## config.mk

```make
export PLATFORM = sky130hd
export DESIGN_NAME = regfile_ctrl
export DESIGN_NICKNAME = d
export VERILOG_FILES = /design/src/rtl/regfile_ctrl.sv
export SDC_FILE = /design/constraint.sdc
export NUM_CORES = 1
export LEC_CHECK = 0
export CAP_MARGIN = 20
export CORE_MARGIN = 3
export CORE_UTILIZATION = 49
export CTS_CLUSTER_DIAMETER = 30
export CTS_CLUSTER_SIZE = 12
export DETAILED_ROUTE_END_ITERATION = 6
export MAX_ROUTING_LAYER = met4
export PLACE_DENSITY = 0.86
export SYNTH_ARGS = -nofsm -noshare
export SYNTH_HDL_FRONTEND = slang
export SYNTH_SLANG_ARGS = --single-unit
export TNS_END_PERCENT = 1
```

## constraint.sdc

```tcl
create_clock -name clk -period 2.2 [get_ports clk]
set_input_delay 0.55 -clock clk [delete_from_list [all_inputs] [get_ports clk]]
set_output_delay 0.55 -clock clk [all_outputs]
set_load 0.01 [all_outputs]
```

## src/rtl/regfile_ctrl.sv

```systemverilog
// regfile_ctrl: micro-op sequencer driving register file reads, a small ALU and write-back,
// returning each result on a valid/ready channel.
module regfile_ctrl #(
  parameter int DATA_W   = 3,
  parameter int ADDR_W   = 2,
  parameter int NUM_REGS = 3,
  parameter int RD_LAT   = 1
) (
  input  logic              clk,
  input  logic              rst,
  input  logic              cmd_valid,
  output logic              cmd_ready,
  input  logic [1:0]        cmd_op,
  input  logic [ADDR_W-1:0] cmd_rs1,
  input  logic [ADDR_W-1:0] cmd_rs2,
  input  logic [ADDR_W-1:0] cmd_rd,
  input  logic              cmd_we,
  output logic [ADDR_W-1:0] rf_rd_reg1,
  output logic [ADDR_W-1:0] rf_rd_reg2,
  output logic [ADDR_W-1:0] rf_wr_reg,
  output logic [DATA_W-1:0] rf_wr_data,
  output logic              rf_wr_en,
  input  logic [DATA_W-1:0] rf_reg_data1,
  input  logic [DATA_W-1:0] rf_reg_data2,
  output logic              res_valid,
  input  logic              res_ready,
  output logic [DATA_W-1:0] res_data,
  output logic              res_err,
  output logic              busy
);
  typedef enum logic [2:0] {IDLE, READ, EXEC, WB, RESP} state_t;
  localparam logic [ADDR_W:0] LIM = (ADDR_W+1)'(NUM_REGS);
  state_t            r_state;
  logic [1:0]        r_op;
  logic [ADDR_W-1:0] r_rd;
  logic              r_we;
  logic [DATA_W-1:0] r_op1;
  logic [DATA_W-1:0] r_op2;
  logic [2:0]        r_cnt;
  logic [DATA_W-1:0] w_res;
  logic              w_bad;
  assign cmd_ready = (r_state == IDLE);
  assign busy      = (r_state != IDLE);
  // rd is checked even when the write is disabled: the whole command is rejected
  assign w_bad = ({1'b0, cmd_rs1} >= LIM) || ({1'b0, cmd_rs2} >= LIM) || ({1'b0, cmd_rd} >= LIM);
  always_comb begin
    w_res = (r_op == 2'b00) ? r_op1 :
            (r_op == 2'b01) ? r_op1 + r_op2 :
            (r_op == 2'b10) ? r_op1 - r_op2 : r_op1 & r_op2;
  end
  always_ff @(posedge clk) begin
    if (rst) begin
      r_state    <= IDLE;
      r_op       <= '0;
      r_rd       <= '0;
      r_we       <= 1'b0;
      r_op1      <= '0;
      r_op2      <= '0;
      r_cnt      <= '0;
      rf_rd_reg1 <= '0;
      rf_rd_reg2 <= '0;
      rf_wr_reg  <= '0;
      rf_wr_data <= '0;
      rf_wr_en   <= 1'b0;
      res_valid  <= 1'b0;
      res_data   <= '0;
      res_err    <= 1'b0;
    end else begin
      case (r_state)
        IDLE: if (cmd_valid) begin
          r_op       <= cmd_op;
          r_rd       <= cmd_rd;
          r_we       <= cmd_we;
          rf_rd_reg1 <= cmd_rs1;
          rf_rd_reg2 <= cmd_rs2;
          r_cnt      <= 3'(RD_LAT);
          res_data   <= '0;
          res_err    <= w_bad;
          res_valid  <= w_bad;
          r_state    <= w_bad ? RESP : READ;
        end
        READ: begin
          r_cnt <= r_cnt - 3'd1;
          if (r_cnt == 3'd1) begin
            r_op1   <= rf_reg_data1;
            r_op2   <= rf_reg_data2;
            r_state <= EXEC;
          end
        end
        EXEC: begin
          res_data   <= w_res;
          rf_wr_reg  <= r_rd;
          rf_wr_data <= w_res;
          rf_wr_en   <= r_we;
          res_valid  <= !r_we;
          r_state    <= r_we ? WB : RESP;
        end
        WB: begin
          rf_wr_en  <= 1'b0;
          res_valid <= 1'b1;
          r_state   <= RESP;
        end
        RESP: if (res_ready) begin
          res_valid <= 1'b0;
          r_state   <= IDLE;
        end
        default: r_state <= IDLE;
      endcase
    end
  end
endmodule

```

# Word level (Yosys, flattened, before mapping)
# Cells that the tools add are included.
# word_totals
regBits	32
latch_bits	0
mem_bits_rw	0
mem_bits_ro	0
in_bits	19
word_cells	65
memories	0
# classes
add_sub_neg	3
n_mul	0
div	0
order_cmp	3
n_eq_ne	10
n_shift	0
muxes	17
bitwise	1
reduce_logical	16
# ops
operator	n
$mux 3	10
$pmux 3 s5	1
$pmux 3 s2	2
$reduce_and 2->1	4
$eq 3x1->1 const B	2
$eq 3x2->1 const B	2
$ge 2x2->1 const B	3
$ne 2x2->1 const B	3
$reduce_and 3->1	2
$reduce_bool 2->1	3
$pmux 1 s4	1
$reduce_bool 4->1	1
$add 3x3->3	1
$and 3x3->3	1
$eq 3x3->1 const B	1
$logic_not 3->1	1
$reduce_bool 3->1	1
$sub 3x1->3 const B	1
$sub 3x3->3	1
$eq 2x1->1 const B	1
$eq 2x2->1 const B	1
$logic_not 2->1	1
$logic_or 1x1->1	2
$mux 1	2
2 further kinds	2

# Depth between registers and ports, before layout
# depth
ltp_word	6
depth_mapped	7
depth_no_buf	7

# Least setup slack after synthesis
# OpenSTA, ideal clock, no wires.
# synth_timing
path_kind	flip-flop to flip-flop
startpoint	register r_op1[0]
endpoint	register rf_wr_data[1]
arrival_time_ns	1.706
setup_slack_ns	0.424
path_stages_with_launch	7
path_buffers	0
synth_period_minus_slack_ns	1.776
path_cell_list	dfxtp_1 > inv_1 > ha_1 > fa_1 > mux4_2 > nand2b_1 > a21oi_1
# synth_between
elab_chain_len	4
elab_cells_between_ends	5
cone_classes	2 x add/sub; 3 x mux
# synth_lines
element	line	text
start: declaration	37	logic [DATA_W-1:0] r_op1;
start signal: assignment	85	r_op1 <= rf_reg_data1;
$sub 3x3->3	49	(r_op == 2'b10) ? r_op1 - r_op2 : r_op1 & r_op2;
$mux 3	49	
$mux 3 (*)	48	(r_op == 2'b01) ? r_op1 + r_op2 :
$mux 3 (*)	47	w_res = (r_op == 2'b00) ? r_op1 :
end signal: assignment	93	rf_wr_data <= w_res;
end: declaration	21	output logic [DATA_W-1:0] rf_wr_data,
# Every way passes the cells marked *; elsewhere a longest branch is shown, timed or not.
# A chain may end at the register's enable or synchronous reset.

# Worst setup path after layout
# layout_timing
startpoint	register r_state[0]
endpoint	output busy
# layout_between
elab_chain_len	1
# layout_lines
element	line	text
start: declaration	33	state_t r_state;
start signal: assignment	80	r_state <= w_bad ? RESP : READ;
start signal: assignment	96	r_state <= r_we ? WB : RESP;
$reduce_bool 3->1	43	assign busy = (r_state != IDLE);
end: declaration	29	output logic busy
# No other way between the ends.

==> reports/results.txt <==
For the count of standard-cell rows, the log shows 19. The path with the worst hold slack has its endpoint at rf_rd_reg2[0]$_SDFFE_PP0P_. In the routed design, unresolved DRC markers number 0. For the fill cell total of the finished layout, the log shows 253.

In this run, flip-flops and latches consume 51.8% of the power. In this run the clock root is driven by a sky130_fd_sc_hd__clkbuf_4. In the final timing run, aggregate negative setup slack is 0 ns. The final max-slew violation count is 0. In the final routed layout, each cell accounts on average for 12.7 µm. For the worst flop-to-flop path, the logic depth is 6.

For this run, the number of Yosys warnings is 0. The instance count along the most critical hold path was 2. For the synthesized instance count, the log shows 178. Data arrives at the worst endpoint at 1.52 ns. The horizontal die dimension was 62.1 µm.

Leaving out fill and tap cells, the most frequent cells in the layout are sky130_fd_sc_hd__nand2_1 (40), sky130_fd_sc_hd__clkdlybuf4s50_1 (34), sky130_fd_sc_hd__dfxtp_1 (30), sky130_fd_sc_hd__a21oi_1 (28), sky130_fd_sc_hd__inv_1 (10). The signal on the critical path passes through nor3_4 > inv_1 > clkdlybuf4s50_1. The flow ran to the end, and the final reports show no timing, DRC or antenna violations.

Of the cells placed in the final design, the portion with a size suffix greater than 1 is 12.0%. Dividing total power by cell area gives a power density of 625 nW/µm². Sequential cells were found to cover 41.6% of the synthesized design area. The core region is 2880 µm². Summed over all cells, the static leakage comes to 0.710 nW. Counting every sink on the clock net gives 32.

The worst setup path is captured at an output pin. The startpoint-to-endpoint class of the critical path is reg -> out. The count of final hold-check violations is 0, and the clock insertion delay at the later pin of the skew report is 0.33 ns.

Setup violations remaining at the end of the flow were counted as 0. Counting I/O delays and the setup requirement, the final critical path takes 2.07 ns. The register bit total from synthesis was 32. The startpoint identified for the worst hold timing path is rf_rd_reg2[0]$_SDFFE_PP0P_.

For this run, the post-layout net count is 243. The number of clock buffers inserted by TritonCTS was 5; the number of buffers inserted by port buffering was 35. The synthesized netlist contains 39 unique library cells.

The leading cell type in the layout, fill and taps excluded was sky130_fd_sc_hd__nand2_1. The HPWL after detailed placement is 2490 µm. The worst path uses 93.9% of the clock period. The share of async-settable or async-resettable flops after synthesis was 0%; the area overhead of the layout relative to synthesis was 29.0%.

Each instance of the synthesized netlist takes up on average 8.66 µm². Max capacitance violation total: 0. The clock tree synthesis step divided the H-tree into 2 levels. Across every metal layer, demand over resource in global routing totals 19.6%.

The run gives 0 as the number of antenna violations at the first check in global routing. The class of the tightest hold or removal check was reg -> reg. Count of TritonRoute iterations in the first routing pass: 4. TritonCTS built the clock tree. The tools report the number of violations reported at the end of detailed-routing iteration 0 as 71. The maximum achievable frequency is 484 MHz, and the routed via count divided by cell count is 5.25. Measured against its own limit, the worst slew margin works out to 65.0%. The endpoint identified for the worst register-to-register timing path is res_data[1]$_SDFFE_PP0P_.

Per report_power, the clock group accounts for 26.6% of the total. In this run the critical register-to-register path is launched from r_op1[0]$_SDFFE_PP0P_. The fraction of power consumed by combinational cells was 21.6%; the required arrival time at the worst endpoint was 1.65 ns. The detail route stage leaves a number of antenna-violating nets equal to 0. After clock tree synthesis, the clock-pin slew on the worst setup and hold paths is 0.11 ns. The cell area that synthesis handed to floorplanning was 1540 µm². For the total via count in the routed design, the log shows 1359. The number of antenna diodes in the final layout is 0. Initial core utilization: 53.6%. The buffer depth of the longest clock path came out at 2. For the setup clock skew after layout, the log shows 0.0104 ns.

In this run switching power makes up 29.9% of total power. For the number of global-route vias before repair, the log shows 1282. 36 I/O pins were placed.

For this run, the slowest stage of the critical path takes 0.47 ns. The slowest stage of the critical path belongs to the cell sky130_fd_sc_hd__clkdlybuf4s50_1. The worst-case IR drop observed on VDD is 0.000472 V. STA classifies the critical path startpoint as a register. Synthesis produced a netlist with a net count of 205.

The routability congestion estimate from global placement came out at 0.851. At the pin with the least slew margin, the transition time is 0.525 ns. Cell-internal power: 872 µW. Measured along the y axis, the die boundary spans 62.1 µm. The first global-routing pass estimated 5370 µm of wire. Entering global routing, the biggest net connects 19 pins. The count of flip-flops with a built-in enable after synthesis is 0. Summed over all layers, the routed wires come to 3290 µm. Global routing finished with a remaining overflow of 0. Along the worst path, the maximum fanout reaches 11.

The die covers 3860 µm². The tightest hold path in the finished design has a slack of 0.460 ns. The analysis attributes to net switching a power of 372 µW. Setup repair after global routing left no endpoint under its margin. The register-to-register path setup slack is 0.27 ns. The predominant post-synthesis flop cell was sky130_fd_sc_hd__dfxtp_1.
## critical path: cells and delay by family (launching register included)
family / cells / cell delay, ns
flops: 1 / 0.40
buf+inv: 2 / 0.53
simple gates: 1 / 0.25
## how the worst max path moves through the flow
| stage | depth (start not counted) | endpoint | start |
|---|---|---|---|
| global placement | 5 | res_err$_SDFFE_PP0P_ | cmd_valid |
| CTS | 3 | busy | r_state[1]$_SDFFE_PP0P_ |
| detailed placement | 5 | res_err$_SDFFE_PP0P_ | cmd_valid |
| floorplan | 6 | rf_wr_data[1]$_SDFFE_PP0N_ | r_op1[0]$_SDFFE_PP0P_ |
| finish | 3 | busy | r_state[0]$_SDFFE_PP0P_ |
| global route | 3 | busy | r_state[0]$_SDFFE_PP0P_ |
## what timing repair did
item | in CTS | in global routing
setup endpoints to repair | 1 | 2
gates resized for setup | 1 | 2
hold buffers | 0 | 0
buffers inserted | 0 | 0
## metrics by stage
stage	setup slack [ns]	area [µm²]	std cells	utilization, %	total power, mW
after floorplan	0.424	1540	178	-	0.816
after detailed placement	0.193	1930	251	67.0	0.925
after global placement	0.294	1930	251	67.0	0.914
final	0.134	1990	259	69.1	1.24
after global routing	0.0497	1990	259	69.1	1.32
after CTS	0.0258	1980	259	69.0	1.25
## metal layers
layer	global-route usage, %	up-vias	wire (µm)
li1	-	686	-
met3	4.96	5	136
met1	23.2	641	1420
met5	-	-	0
met2	31.5	27	1690
met4	7.88	0	47
## cells in the mapped netlist (3+ instances only)
| library cell | n | area, µm² |
|---|---|---|
| sky130_fd_sc_hd__clkbuf_1 | 4 | 15.0 |
| sky130_fd_sc_hd__nand2_1 | 40 | 150 |
| sky130_fd_sc_hd__nor2_1 | 6 | 22.5 |
| sky130_fd_sc_hd__ha_1 | 6 | 75.1 |
| sky130_fd_sc_hd__dfxtp_1 | 32 | 641 |
| sky130_fd_sc_hd__inv_1 | 10 | 37.5 |
| sky130_fd_sc_hd__a211oi_1 | 3 | 22.5 |
| sky130_fd_sc_hd__nand3_1 | 7 | 35.0 |
| sky130_fd_sc_hd__a21oi_1 | 28 | 140 |
| sky130_fd_sc_hd__or3_1 | 3 | 18.8 |
## logic make-up after synthesis
logic type               Yosys count  share of synthesized area [%]
AO/OA/AOI/OAI                     43                           16.9
XOR/XNOR                           3                           1.70
adder cells (fa/ha/maj)            8                           7.47
buffers and inverters             20                           6.49
flip-flops                        32                           41.6
multiplexers                       1                           1.46
AND/OR/NAND/NOR                   71                           24.4
## power by group through the flow
stage	clock network (mW)	logic (mW)	registers, mW
2_1_floorplan	0	0.170	0.646
3_3_place_gp	0	0.260	0.654
3_5_place_dp	0	0.268	0.656
4_1_cts	0.340	0.270	0.644
5_1_grt	0.369	0.297	0.649
6_report	0.331	0.269	0.644
## cell type report
cell class                 count  area [µm²]  share of cell area (%)
clock buffer                   5        37.5                    1.89
multi-input combinational    126         801                    40.3
inverter                      10        37.5                    1.89
tap                           42        52.6                    2.64
clock inverter                 3        18.8                   0.944
sequential                    32         643                    32.3
timing repair buffer          41         398                    20.0
No activity file was read; power rests on OpenSTA's default activity.
